**config.mk**
```make
export PLATFORM = sky130hd
export DESIGN_NAME = output_stream_unloader_flat
export DESIGN_NICKNAME = d
export VERILOG_FILES = /design/src/rtl/output_stream_unloader_if.sv /design/src/rtl/output_stream_unloader.sv /design/src/flat_wrapper.sv
export SDC_FILE = /design/constraint.sdc
export NUM_CORES = 2
export LEC_CHECK = 0
export CAP_MARGIN = 20
export CORE_MARGIN = 3
export CORE_UTILIZATION = 30
export CTS_CLUSTER_SIZE = 40
export DETAILED_ROUTE_END_ITERATION = 7
export DONT_BUFFER_PORTS = 1
export GPL_TIMING_DRIVEN = 0
export SYNTH_ARGS = -nofsm -noshare
export SYNTH_HDL_FRONTEND = slang
export SYNTH_SLANG_ARGS = --single-unit
```
**constraint.sdc**
```tcl
create_clock -name clk -period 24.2 [get_ports clk]
set_input_delay 3.63 -clock clk [delete_from_list [all_inputs] [get_ports clk]]
set_output_delay 3.63 -clock clk [all_outputs]
set_load 0.005 [all_outputs]
```
**src/rtl/output_stream_unloader_if.sv**
```systemverilog
// Bundles the memory read port and the output word stream of the
// decoder output unloader.
//   master (unloader side): drives unload_en/unload_addr and
//                           out_data/out_valid/out_last; takes rd_data
//                           and out_ready.
//   slave  (memory + consumer side): the mirror image.
interface output_stream_unloader_if #(
  parameter int unsigned KB           = 14,
  parameter int unsigned HDDW         = 32,
  parameter int unsigned ADDRESSWIDTH = 5
);
  logic                    unload_en;
  logic [ADDRESSWIDTH-1:0] unload_addr;
  logic [KB*HDDW-1:0]      rd_data;
  logic [HDDW-1:0]         out_data;
  logic                    out_valid;
  logic                    out_ready;
  logic                    out_last;

  modport master (
    output unload_en, unload_addr, out_data, out_valid, out_last,
    input  rd_data, out_ready
  );

  modport slave (
    input  unload_en, unload_addr, out_data, out_valid, out_last,
    output rd_data, out_ready
  );
endinterface

```
**src/rtl/output_stream_unloader.sv**
```systemverilog
// Decoder output unloader. A start pulse reads UNLOADCOUNT rows of
// hard-decision data (KB blocks x HDDW bits) from the decoder memory into
// a small row FIFO, and streams them out as HDDW-bit words, block 0 first.
// Read issue is credit based: a row is requested only while the FIFO has
// room for it plus every read still in flight.
// Ports:
//   clk, rst   : single clock, synchronous active-high reset
//   start      : one-cycle unload request (ignored while busy)
//   kb_active  : blocks per row to emit (0 or >KB means KB), taken with start
//   busy       : unload in progress
//   done       : one-cycle pulse after the final word is accepted
//   bus        : memory read port + valid/ready output stream (master)
module output_stream_unloader #(
  parameter int unsigned KB           = 14,
  parameter int unsigned HDDW         = 32,
  parameter int unsigned ADDRESSWIDTH = 5,
  parameter int unsigned UNLOADCOUNT  = 17,
  parameter int unsigned FIFODEPTH    = 4,
  parameter int unsigned MEM_LATENCY  = 2,
  parameter int unsigned KBW          = 4
) (
  input  logic                      clk,
  input  logic                      rst,
  input  logic                      start,
  input  logic [KBW-1:0]            kb_active,
  output logic                      busy,
  output logic                      done,
  output_stream_unloader_if.master  bus
);

  localparam int unsigned PW = (FIFODEPTH > 1) ? $clog2(FIFODEPTH) : 1;
  localparam int unsigned OW = $clog2(FIFODEPTH + 1);
  localparam int unsigned RW = KB * HDDW;
  localparam logic [ADDRESSWIDTH-1:0] LAST_ROW = ADDRESSWIDTH'(UNLOADCOUNT - 1);
  localparam logic [PW-1:0]           LAST_PTR = PW'(FIFODEPTH - 1);
  localparam logic [KBW-1:0]          KB_MAX   = KBW'(KB);

  typedef enum logic [1:0] {
    S_IDLE,
    S_ISSUE,
    S_DRAIN
  } state_t;

  state_t                  state_q, state_d;
  logic [ADDRESSWIDTH-1:0] row_cnt_q, row_cnt_d;
  logic [ADDRESSWIDTH-1:0] rows_out_q, rows_out_d;
  logic [KBW-1:0]          kb_eff_q, kb_eff_d;
  logic [KBW-1:0]          w_q, w_d;
  logic [MEM_LATENCY-1:0]  pend_q, pend_d;
  logic [OW-1:0]           occ_q, occ_d;
  logic [PW-1:0]           rd_ptr_q, rd_ptr_d;
  logic [PW-1:0]           wr_ptr_q, wr_ptr_d;
  logic                    done_q, done_d;
  logic [RW-1:0]           fifo_mem [FIFODEPTH];

  logic                    issue;
  logic                    credit_ok;
  logic                    push;
  logic                    pop;
  logic                    accept;
  logic                    row_end;
  logic                    last_word;
  logic                    fifo_nempty;
  logic [RW-1:0]           head_row;
  logic [HDDW-1:0]         head_word;
  int unsigned             inflight_cnt;

  // Credit: FIFO occupancy plus reads still travelling through the memory
  // pipeline must leave room for one more row.
  always_comb begin
    inflight_cnt = 0;
    for (int unsigned i = 0; i < MEM_LATENCY; i++) begin
      inflight_cnt = inflight_cnt + {31'b0, pend_q[i]};
    end
    credit_ok = (32'(occ_q) + inflight_cnt) < FIFODEPTH;
  end

  always_comb begin
    fifo_nempty = (occ_q != '0);
    row_end     = (w_q == kb_eff_q - KBW'(1));
    accept      = fifo_nempty && bus.out_ready;
    push        = pend_q[MEM_LATENCY-1];
    pop         = accept && row_end;
    last_word   = fifo_nempty && row_end && (rows_out_q == LAST_ROW);
  end

  always_comb begin
    head_row  = fifo_mem[rd_ptr_q];
    head_word = '0;
    for (int unsigned b = 0; b < KB; b++) begin
      if (w_q == KBW'(b)) begin
        head_word = head_row[b*HDDW +: HDDW];
      end
    end
  end

  always_comb begin
    state_d   = state_q;
    row_cnt_d = row_cnt_q;
    kb_eff_d  = kb_eff_q;
    issue     = 1'b0;
    done_d    = 1'b0;
    case (state_q)
      S_IDLE: begin
        if (start) begin
          kb_eff_d  = ((kb_active == '0) || (kb_active > KB_MAX)) ? KB_MAX : kb_active;
          row_cnt_d = '0;
          state_d   = S_ISSUE;
        end
      end
      S_ISSUE: begin
        if (credit_ok) begin
          issue = 1'b1;
          if (row_cnt_q == LAST_ROW) begin
            row_cnt_d = '0;
            state_d   = S_DRAIN;
          end else begin
            row_cnt_d = row_cnt_q + ADDRESSWIDTH'(1);
          end
        end
      end
      S_DRAIN: begin
        if (accept && last_word) begin
          done_d  = 1'b1;
          state_d = S_IDLE;
        end
      end
      default: state_d = S_IDLE;
    endcase
  end

  always_comb begin
    // Truncating the concatenation shifts the new issue flag into slot 0;
    // this form also holds for a single-stage pipeline.
    pend_d = MEM_LATENCY'({pend_q, issue});

    w_d = w_q;
    if (accept) begin
      w_d = row_end ? '0 : w_q + KBW'(1);
    end

    rows_out_d = rows_out_q;
    if (pop) begin
      rows_out_d = (rows_out_q == LAST_ROW) ? '0 : rows_out_q + ADDRESSWIDTH'(1);
    end

    rd_ptr_d = rd_ptr_q;
    if (pop) begin
      rd_ptr_d = (rd_ptr_q == LAST_PTR) ? '0 : rd_ptr_q + PW'(1);
    end

    wr_ptr_d = wr_ptr_q;
    if (push) begin
      wr_ptr_d = (wr_ptr_q == LAST_PTR) ? '0 : wr_ptr_q + PW'(1);
    end

    case ({push, pop})
      2'b10:   occ_d = occ_q + OW'(1);
      2'b01:   occ_d = occ_q - OW'(1);
      default: occ_d = occ_q;
    endcase
  end

  always_ff @(posedge clk) begin
    if (rst) begin
      state_q    <= S_IDLE;
      row_cnt_q  <= '0;
      rows_out_q <= '0;
      kb_eff_q   <= KB_MAX;
      w_q        <= '0;
      pend_q     <= '0;
      occ_q      <= '0;
      rd_ptr_q   <= '0;
      wr_ptr_q   <= '0;
      done_q     <= 1'b0;
    end else begin
      state_q    <= state_d;
      row_cnt_q  <= row_cnt_d;
      rows_out_q <= rows_out_d;
      kb_eff_q   <= kb_eff_d;
      w_q        <= w_d;
      pend_q     <= pend_d;
      occ_q      <= occ_d;
      rd_ptr_q   <= rd_ptr_d;
      wr_ptr_q   <= wr_ptr_d;
      done_q     <= done_d;
    end
  end

  // Row storage needs no reset: occupancy gates every read of it.
  always_ff @(posedge clk) begin
    if (push) begin
      fifo_mem[wr_ptr_q] <= bus.rd_data;
    end
  end

  assign bus.unload_en   = issue;
  assign bus.unload_addr = row_cnt_q;
  assign bus.out_valid   = fifo_nempty;
  assign bus.out_data    = fifo_nempty ? head_word : '0;
  assign bus.out_last    = last_word;
  assign busy            = (state_q != S_IDLE);
  assign done            = done_q;

endmodule

```
**src/flat_wrapper.sv**
```systemverilog
// flat-port wrapper written by rule: the top's interface ports become plain ports
module output_stream_unloader_flat 
#(
  parameter int unsigned KB           = 14,
  parameter int unsigned HDDW         = 32,
  parameter int unsigned ADDRESSWIDTH = 5,
  parameter int unsigned UNLOADCOUNT  = 17,
  parameter int unsigned FIFODEPTH    = 4,
  parameter int unsigned MEM_LATENCY  = 2,
  parameter int unsigned KBW          = 4
)
  (clk, rst, start, kb_active, busy, done, bus_unload_en, bus_unload_addr, bus_out_data, bus_out_valid, bus_out_last, bus_rd_data, bus_out_ready);
  output_stream_unloader_if #(.KB(KB), .HDDW(HDDW), .ADDRESSWIDTH(ADDRESSWIDTH)) bus_i ();
  input  logic clk;
  input  logic rst;
  input  logic start;
  input  logic [KBW-1:0] kb_active;
  output logic busy;
  output logic done;
  output wire logic [$bits(bus_i.unload_en)-1:0] bus_unload_en;
  output wire logic [$bits(bus_i.unload_addr)-1:0] bus_unload_addr;
  output wire logic [$bits(bus_i.out_data)-1:0] bus_out_data;
  output wire logic [$bits(bus_i.out_valid)-1:0] bus_out_valid;
  output wire logic [$bits(bus_i.out_last)-1:0] bus_out_last;
  input wire logic [$bits(bus_i.rd_data)-1:0] bus_rd_data;
  input wire logic [$bits(bus_i.out_ready)-1:0] bus_out_ready;
  assign bus_unload_en = bus_i.unload_en;
  assign bus_unload_addr = bus_i.unload_addr;
  assign bus_out_data = bus_i.out_data;
  assign bus_out_valid = bus_i.out_valid;
  assign bus_out_last = bus_i.out_last;
  assign bus_i.rd_data = bus_rd_data;
  assign bus_i.out_ready = bus_out_ready;
  output_stream_unloader #(.KB(KB), .HDDW(HDDW), .ADDRESSWIDTH(ADDRESSWIDTH), .UNLOADCOUNT(UNLOADCOUNT), .FIFODEPTH(FIFODEPTH), .MEM_LATENCY(MEM_LATENCY), .KBW(KBW)) u_core (.clk(clk), .rst(rst), .start(start), .kb_active(kb_active), .busy(busy), .done(done), .bus(bus_i));
endmodule
```
==> results.sh <==
export IMPL_crit_required_ns=20.57
export IMPL_place_hpwl_mm=165
export IMPL_p_clk_frac=0.446
export IMPL_synth_top_cell_by_area="edfxtp_1"
export IMPL_relSlewSlack=0.216
export IMPL_synth_top_cells_by_count="edfxtp_1, mux4_2, nor2_1, nand2_1, o21ai_0"
export IMPL_setup_tns_final_ns=0
export IMPL_fin_crit_ns=8.98
export IMPL_cts_reportedPaths_clkPinSlew_ns=0.06
export IMPL_yosysSeqAreaShare=0.773
export IMPL_grt_max_degree=57
export IMPL_clockBufferDepth=3
export IMPL_swShare=0.209
export IMPL_timing_hold_violations_final=0
export IMPL_powerDensity_nw_per_um2=80.5
export IMPL_finalHoldWorstSlack_ns=0.466
export IMPL_yosysMostFrequentCell="edfxtp_1"
export IMPL_cts_root_buf="clkbuf_16"
export IMPL_cp_end_kind="output pin"
export IMPL_p_int_mw=5.24
export IMPL_antenna_found_initial=50
export IMPL_first_global_vias=35600
export IMPL_area_growth_pct=16.7
export IMPL_gp_congestion=0.840
export IMPL_synthTopCellsByArea="edfxtp_1, mux4_2, dfxtp_1"
export IMPL_fill_cells=21600
export IMPL_finClkSkew_ns=0.0379
export IMPL_drive_gt1_frac=0.262
export IMPL_ys_seq_elements=1824
export IMPL_drc=0
export IMPL_outcome="finished, final reports clean"
export IMPL_fmax_ghz=0.111
export IMPL_portBuffers=0
export IMPL_syn_avg_cell_area_um2=21.8
export IMPL_p_seq_frac=0.533
export IMPL_dr_total_vias=35200
export IMPL_drv_cap=0
export IMPL_multiInputGateArea_um2=14800
export IMPL_cts_tree="done"
export IMPL_io_pins=498
export IMPL_dr_pass1_iters=6
export IMPL_ys_warn_count=0
export IMPL_ys_flop_type="edfxtp_1"
export IMPL_synth_top_area_share=0.764
export IMPL_clock_sinks=1824
export IMPL_postCtsSetupBuffers=0
export IMPL_wl_per_cell_um=32.8
export IMPL_cts_max_level=4
export IMPL_ctsResizeCount=0
export IMPL_dieArea_um2=241000
export IMPL_synth_cell_types=77
export IMPL_p_leak_nw=24.6
export IMPL_hold_buffers=0
export IMPL_grt_ovfl_total=0
export IMPL_grt_pass1_wl_mm=303
export IMPL_postSynthCellCount=3226
export IMPL_holdCritPathClass="flop to flop"
export IMPL_vias_per_cell=5.10
export IMPL_cts_made_buffers=196
export IMPL_insertion_delay_ns=0.83
export IMPL_pwr_share_comb=0.022
export IMPL_setup_viol=0
export IMPL_rsz0062_at_grt="no"
export IMPL_drt_iter0_drc=4169
export IMPL_crit_type="flop to output pin"
export IMPL_final_period_utilization=0.371
export IMPL_wl_mm=226
export IMPL_coreArea_um2=233000
export IMPL_grt_total_usage=0.184
export IMPL_startpoint_type="flop"
export IMPL_peakVddDrop_uv=67.8
export IMPL_synth_area_um2=70500
export IMPL_initial_core_util=0.302
export IMPL_nets=3948
export IMPL_worst_pin_slew_ns=1.18
export IMPL_p_sw_mw=1.38
export IMPL_register_area_um2=54500
export IMPL_drtAntennaViolNets=0
export IMPL_die_width_um=491
export IMPL_syn_nets=3700
export IMPL_async_flop_share=0
export IMPL_arrival_ns=5.35
export IMPL_die_y_um=491
export IMPL_placementRows=177
export IMPL_synth_edf_count=1792
export IMPL_final_max_slew_viol_count=0
export IMPL_crit_fanout=11
-- area by class of cell --
cell class / count / area share
clock inverter: 109 / 0.0152
multi-input combinational: 1206 / 0.180
buffer: 176 / 0.0136
sequential: 1824 / 0.662
timing repair buffer: 50 / 0.0139
tap: 3132 / 0.0477
antenna: 132 / 0.00402
clock buffer: 244 / 0.0621
inverter: 20 / 0.000913
-- per-stage QoR --
step | util | instances | setup WS, ns | total power, mW | instance area [µm²]
after floorplan | - | 3226 | 12.69 | 3.69 | 70500
after global placement | 0.319 | 6358 | 3.06 | 3.77 | 74400
after detailed placement | 0.324 | 6407 | 16.27 | 3.74 | 75500
after CTS | 0.351 | 6760 | 15.35 | 6.67 | 81900
after global routing | 0.352 | 6850 | 15.19 | 6.81 | 82100
final | 0.353 | 6893 | 15.22 | 6.62 | 82200
-- final timing paths --
path	from	end	slack [ns]	cells after the start
min reg2reg	u_core.pend_q[0]	u_core.pend_q[1]	0.47	1
max reg2reg	u_core.kb_eff_q[0]	u_core.occ_q[2]	21.05	11
max	u_core.w_q[0]	bus_out_data[5]	15.22	8
min	u_core.pend_q[0]	u_core.pend_q[1]	0.47	1
-- registers in the layout (all words and copies together), names as in the netlist, named ones only --
signal and count:
u_core.fifo_mem 1792, u_core.state_q 2, u_core.kb_eff_q 4, u_core.bus.unload_addr 5, u_core.rd_ptr_q 2, u_core.done 1
u_core.occ_q 3, u_core.w_q 4, u_core.rows_out_q 5, u_core.wr_ptr_q 2, u_core.pend_q 2
-- power by group through the flow --
stage / sequential (mW) / clock, mW / combinational, mW
2_1_floorplan: 3.61 / 0 / 0.0788
3_3_place_gp: 3.64 / 0 / 0.134
3_5_place_dp: 3.59 / 0 / 0.145
4_1_cts: 3.53 / 3.00 / 0.145
5_1_grt: 3.53 / 3.13 / 0.150
6_report: 3.53 / 2.95 / 0.143
-- metal layers --
metal | up-vias | track usage | wire [µm]
met5 | - | 0 | 74
met4 | 10 | 0.0823 | 9180
met3 | 318 | 0.0864 | 26800
met2 | 1564 | 0.286 | 106000
met1 | 18900 | 0.218 | 84400
li1 | 14400 | - | -
-- cells in the final DEF, fill, tap and decap left out, types with 10 or more instances in the layout --
| master | instances |
|---|---|
| edfxtp_1 | 1792 |
| mux4_2 | 431 |
| clkbuf_16 | 196 |
| diode_2 | 132 |
| nor2_1 | 106 |
| clkbuf_1 | 92 |
| nand2_1 | 87 |
| o21ai_0 | 77 |
| buf_2 | 60 |
| a22oi_1 | 55 |
| a21oi_1 | 49 |
| o22ai_1 | 45 |
| clkinv_2 | 37 |
| buf_16 | 36 |
| buf_6 | 34 |
| dfxtp_1 | 32 |
| buf_4 | 28 |
| clkinv_1 | 24 |
| mux2i_1 | 21 |
| inv_1 | 19 |
| o21ai_1 | 19 |
| a31oi_1 | 18 |
| mux2_2 | 18 |
| a221oi_1 | 17 |
| ha_1 | 17 |
| o221ai_1 | 15 |
| bufinv_16 | 15 |
| a22o_1 | 12 |
| nand3_1 | 11 |
| or2_2 | 11 |
| a221oi_2 | 11 |
| clkinvlp_4 | 11 |
| nor2b_1 | 10 |
| a311o_1 | 10 |
| a41oi_1 | 10 |
| xor2_1 | 10 |
| clkinv_16 | 10 |
-- critical path, stage by stage, from the launching register on --
cell and delay (ns):
dfxtp_1 0.43, inv_1 0.13, ha_1 0.37, clkbuf_1 0.42
o21bai_1 0.97, clkbuf_1 0.78, o21ai_0 0.36, a311o_1 0.51
a41oi_1 0.51
-- logic make-up after synthesis --
family                     after synthesis  share of synthesized area
DFF                                   1824                      0.773
muxes                                  470                      0.144
AOI/OAI and AO/OA                      395                     0.0395
and+or+nand+nor                        307                     0.0218
buffers and inverters                  196                     0.0169
adders and majority gates               18                    0.00330
xor gates and xnor gates                16                    0.00210
Power figures use the tool's default switching activity.
